## src/rtl/spi_ram_wrapper.sv

```systemverilog
// rtl/spi_ram_wrapper.sv - SPI slave front-end with a 256x8 single-port RAM
//
// Purpose: memory-mapped SPI peripheral. Each frame is a select bit followed
// by 10 command/data bits (MSB first); read-data frames return one RAM byte
// on miso, MSB first.
//
// Ports:
//   mosi  in   serial data from master, sampled on rising clk
//   miso  out  registered serial data to master, 0 when not transmitting
//   ss_n  in   slave select, active low; high aborts/ends a frame
//   clk   in   system clock, also the SPI bit clock
//   rst_n in   synchronous reset, active HIGH despite the name
module spi_ram_wrapper #(
    parameter int MEM_DEPTH = 256,
    parameter int ADDR_SIZE = 8
) (
    input  logic mosi,
    output logic miso,
    input  logic ss_n,
    input  logic clk,
    input  logic rst_n
);

    typedef enum logic [2:0] {
        IDLE      = 3'd0,
        CHK_CMD   = 3'd1,
        WRITE     = 3'd2,
        READ_ADD  = 3'd3,
        READ_DATA = 3'd4
    } state_t;

    state_t                 r_state;
    state_t                 w_next;
    logic [3:0]             r_rx_cnt;
    logic [9:0]             r_rx_data;
    logic                   r_rx_valid;
    logic                   r_rd_flag;
    logic [ADDR_SIZE-1:0]   r_wr_addr;
    logic [ADDR_SIZE-1:0]   r_rd_addr;
    logic [7:0]             r_dout;
    logic                   r_tx_valid;
    logic [7:0]             r_tx_shift;
    logic [3:0]             r_tx_cnt;
    logic [7:0]             r_mem [MEM_DEPTH];

    logic w_rx_state;
    logic w_shift_en;
    logic w_last_bit;

    // Bits are taken only while a receive state is active and fewer than 10
    // have arrived; anything after the 10th bit is ignored until ss_n rises.
    assign w_rx_state = (r_state == WRITE) || (r_state == READ_ADD) || (r_state == READ_DATA);
    assign w_shift_en = w_rx_state && !ss_n && (r_rx_cnt != 4'd10);
    assign w_last_bit = w_shift_en && (r_rx_cnt == 4'd9);

    always_ff @(posedge clk) begin
        if (rst_n) begin
            r_state <= IDLE;
        end else begin
            r_state <= w_next;
        end
    end

    always_comb begin
        w_next = r_state;
        case (r_state)
            IDLE:    if (!ss_n) w_next = CHK_CMD;
            CHK_CMD: begin
                if (!mosi)          w_next = WRITE;
                else if (r_rd_flag) w_next = READ_DATA;
                else                w_next = READ_ADD;
            end
            default: w_next = r_state;
        endcase
        if (ss_n) w_next = IDLE;
    end

    // Receive shifter, rx_valid strobe and read-address flag
    always_ff @(posedge clk) begin
        if (rst_n) begin
            r_rx_cnt   <= 4'd0;
            r_rx_data  <= 10'd0;
            r_rx_valid <= 1'b0;
            r_rd_flag  <= 1'b0;
        end else begin
            r_rx_valid <= w_last_bit;
            if (w_shift_en) begin
                r_rx_data <= {r_rx_data[8:0], mosi};
                r_rx_cnt  <= r_rx_cnt + 4'd1;
            end else if (!w_rx_state || ss_n) begin
                r_rx_cnt <= 4'd0;
            end
            if (w_last_bit && (r_state == READ_ADD))  r_rd_flag <= 1'b1;
            if (w_last_bit && (r_state == READ_DATA)) r_rd_flag <= 1'b0;
        end
    end

    // RAM array has no reset so it can map onto a plain memory macro
    always_ff @(posedge clk) begin
        if (!rst_n && r_rx_valid && (r_rx_data[9:8] == 2'b01)) begin
            r_mem[r_wr_addr] <= r_rx_data[7:0];
        end
    end

    // Command decode works on the received bits alone, not on the FSM state
    always_ff @(posedge clk) begin
        if (rst_n) begin
            r_wr_addr  <= '0;
            r_rd_addr  <= '0;
            r_dout     <= 8'd0;
            r_tx_valid <= 1'b0;
        end else begin
            r_tx_valid <= 1'b0;
            if (r_rx_valid) begin
                case (r_rx_data[9:8])
                    2'b00: r_wr_addr <= r_rx_data[ADDR_SIZE-1:0];
                    2'b10: r_rd_addr <= r_rx_data[ADDR_SIZE-1:0];
                    2'b11: begin
                        r_dout     <= r_mem[r_rd_addr];
                        r_tx_valid <= 1'b1;
                    end
                    default: ;
                endcase
            end
        end
    end

    // Transmit: load on tx_valid, then 8 bits MSB first; leaving READ_DATA
    // or raising ss_n drops the transfer and forces miso low.
    always_ff @(posedge clk) begin
        if (rst_n) begin
            r_tx_shift <= 8'd0;
            r_tx_cnt   <= 4'd0;
            miso       <= 1'b0;
        end else if (ss_n || (r_state != READ_DATA)) begin
            r_tx_cnt <= 4'd0;
            miso     <= 1'b0;
        end else if (r_tx_valid) begin
            r_tx_shift <= r_dout;
            r_tx_cnt   <= 4'd8;
            miso       <= 1'b0;
        end else if (r_tx_cnt != 4'd0) begin
            miso       <= r_tx_shift[7];
            r_tx_shift <= {r_tx_shift[6:0], 1'b0};
            r_tx_cnt   <= r_tx_cnt - 4'd1;
        end else begin
            miso <= 1'b0;
        end
    end

endmodule

```

## config.mk

```make
export PLATFORM = sky130hd
export DESIGN_NAME = spi_ram_wrapper
export DESIGN_NICKNAME = d
export VERILOG_FILES = /design/src/rtl/spi_ram_wrapper.sv
export SDC_FILE = /design/constraint.sdc
export NUM_CORES = 2
export LEC_CHECK = 0
export CORE_MARGIN = 3
export CORE_UTILIZATION = 35
export CTS_CLUSTER_DIAMETER = 200
export DETAILED_ROUTE_END_ITERATION = 7
export DONT_BUFFER_PORTS = 1
export GPL_ROUTABILITY_DRIVEN = 0
export SETUP_SLACK_MARGIN = 0.5
export SYNTH_ARGS = -nofsm -noshare
export SYNTH_HDL_FRONTEND = slang
export SYNTH_SLANG_ARGS = --single-unit
```

## constraint.sdc

```tcl
create_clock -name clk -period 7.4 [get_ports clk]
set_input_delay 0 -clock clk [delete_from_list [all_inputs] [get_ports clk]]
set_output_delay 0 -clock clk [all_outputs]
set_load 0.03 [all_outputs]
```

==> summary.md <==
| Metric | Value |
|---|---|
| CP required | `8.16 ns` |
| Top cells by count, synth | `edfxtp_1 (2048), mux2i_1 (363), nor2_1 (330)` |
| Max Cap Viol | `1` |
| Layout cell share with drive strength beyond 1 | `15.9%` |
| Avg Cell Area, Syn | `19.9 um2` |
| Final core utilization | `39.2%` |
| Cells after Synth | `4166` |
| Die footprint | `243000 um2` |
| FMAX | `0.194 GHz` |
| First-pass GRT wire length | `298000 um` |
| Clk pwr share | `44.2%` |
| Psw | `4.55 mW` |
| Register area share after synthesis | `75.5%` |
| Final layout net count | `4220` |
| Final WL | `205000 um` |
| Status | `finished, violations left` |
| Port-buffer cells | `0` |
| Clk sinks | `2105` |
| WS Path Type | `reg -> reg` |
| TritonRoute pass-1 iters | `6` |
| Async SR Flop Fraction | `0%` |
| CORE AREA | `235000 um2` |
| Total track usage | `16.6%` |
| Starting DRT DRC Count | `4341` |
| Synthesized flop and latch total | `2105` |
| Multi-input gate area | `18200 um2` |
| HPWL Detailed | `122000 um` |
| Failing checks | `capacitance limit, slew limit` |
| Yosys warns | `0` |
| CP Max Fanout | `44` |
| Hold slack | `0.0928 ns` |
| Area growth, synth to finish | `11.2%` |
| Yosys cell types | `72` |
| Count leader, synth | `edfxtp_1` |
| Fillers | `20900` |
| Worst-Margin Slew | `1.52 ns` |
| DRT antenna net count | `0` |
| Area leader, netlist | `edfxtp_1` |
| CTS clk-pin slew, worst paths | `0.06 ns` |
| Post-synth top area share | `74.2%` |
| Vias per inst | `5.44` |
| Clk root buf | `clkbuf_16` |
| Fin. Hold Viols | `0` |
| Top FF cell, synth | `edfxtp_1` |
| Gr ovfl total | `0` |
| Overall Power | `23.1 mW` |
| Tcrit/Tclk final | `69.7%` |
| Row count | `178` |
| FF+latch area | `62700 um2` |
| Internal | `18.6 mW` |
| RSZ-0062 raised after global routing | `false` |
| Slew HR | `-1.66%` |
| CP endpoint kind | `flop` |
| Net Sw Frac | `19.7%` |
| Final setup viols | `0` |
| Clock Latency Late Sink | `0.85 ns` |
| Post-Syn Nets | `4175` |
| DR vias | `41000` |
| VDD IR max | `223 uV` |
| DR DRC count | `0` |
| Htree depth | `4` |
| Synth Cell Area | `82900 um2` |
| I/O Pins | `5` |
| Pwr/cell area | `251 nW/um2` |
| Worst Skew | `0.0611 ns` |
| Pleak | `28.7 nW` |
| HP Class | `in -> reg` |
| Initial antenna violation count | `4` |
| Logic pwr share | `0.1%` |
| Post-synth EDFFs | `2048` |
| Routed len/inst | `27.1 um` |
| CTS tree | `yes` |
| Sequential share of power | `55.7%` |
| Slew Limit Fails | `2` |
| Vias in the first global route | `41000` |
| Chip Height | `493 um` |
| Startpoint types | `flop` |
| Num CTS Buffers | `206` |
| Area contributors post-synth | `edfxtp_1 (74%), mux4_2 (7.8%), mux2i_1 (4.4%)` |
| Post-CTS setup repair buffer count | `0` |
| TNS Setup | `0 ns` |
| Worst Path Arrival | `5.91 ns` |
| Tmin final | `5.16 ns` |
| Die width | `493 um` |
| Starting Density | `35.2%` |
| Clock Path Buffers | `3` |
| Largest net degree at the start of global routing | `207` |
power by group through the flow:
stage	Combinational (mW)	Sequential, mW	Clock, mW
2_1_floorplan	0.00671	13.1	0
3_3_place_gp	0.0106	13.1	0
3_5_place_dp	0.0112	13.1	0
4_1_cts	0.0203	12.9	10.4
5_1_grt	0.0214	12.9	10.9
6_report	0.0201	12.9	10.2
path summary, 6_finish.rpt:
path / startpoint / slack, ns / depth (start not counted) / end
setup / recovery: r_rd_addr[0] / 2.24 / 9 / r_dout[7]
hold / removal: rst_n / 0.09 / 3 / r_rx_data[7]
setup reg to reg: r_rd_addr[0] / 2.24 / 9 / r_dout[7]
hold reg to reg: r_dout[2] / 0.48 / 2 / r_dout[2]
registers in the layout, indices dropped and copies added (netlist names):
name        cells
miso            1
r_dout          8
r_mem        2048
r_rd_addr       8
r_rd_flag       1
r_rx_cnt        4
r_rx_data      10
r_rx_valid      1
r_state         3
r_tx_cnt        4
r_tx_shift      8
r_tx_valid      1
r_wr_addr       8
critical path: stages, from the launching register on:
cell	delay (ns)
dfxtp_4	0.84
buf_12	0.37
buf_4	0.45
mux4_2	0.32
nor2_1	0.06
nor2_1	0.23
a2111oi_0	0.20
a2111oi_1	1.35
nand4b_1	0.84
o211ai_1	0.31
repair_timing:
item | CTS | global route
resized for setup | 0 | 0
hold buffers | 8 | 0
hold endpoints to repair | 57 | 0
cell type report:
class / instances / area share [%]
Sequential cell: 2105 / 68.0
Clock buffer: 263 / 5.85
Multi-Input combinational cell: 1805 / 19.7
Inverter: 7 / 0.0339
Timing Repair Buffer: 86 / 0.865
Tap cell: 3150 / 4.27
Clock inverter: 124 / 1.29
Antenna cell: 4 / 0.0109
kinds of logic after synthesis:
| kind of cell | after synthesis | synth area share [%] |
|---|---|---|
| flip-flops | 2105 | 75.5 |
| AO/OA/AOI/OAI | 453 | 3.85 |
| AND/OR/NAND/NOR | 607 | 3.16 |
| XOR/XNOR | 5 | 0.0528 |
| multiplexers | 735 | 14.8 |
| adder cells (fa/ha/maj) | 5 | 0.0754 |
| buffers and inverters | 256 | 2.58 |
per-layer routing:
metal	global-route usage (%)	wire (um)	up-vias
li1	-	-	17300
met1	22.8	85100	21800
met2	26.5	98200	1521
met3	3.61	14900	350
met4	5.50	6560	2
met5	0	20	-
per-stage QoR:
stage                     cells  instance area (um2)  setup WS (ns)
after CTS                  7539                92200           2.37
after detailed placement   7144                85500           2.39
after floorplan            4166                82900           3.09
final                      7544                92200           2.24
after global placement     7144                85500           2.35
after global routing       7542                92200           2.14
cells in the final DEF (no fill, tap or decap), drive strengths merged, types with 14 or more instances in the layout:
cell,count
inv,15
o221ai,51
mux4,366
clkinv,97
clkbuf,263
a2111oi,26
o22ai,98
nor2b,21
nand4,14
a211oi,56
o21ai,55
a22oi,42
nor2,330
a21oi,47
bufinv,14
nand3,20
a221oi,16
buf,79
a31oi,15
dfxtp,57
nor3,20
edfxtp,2048
mux2i,363
nand2,142
(Power assumes the default switching activity.)
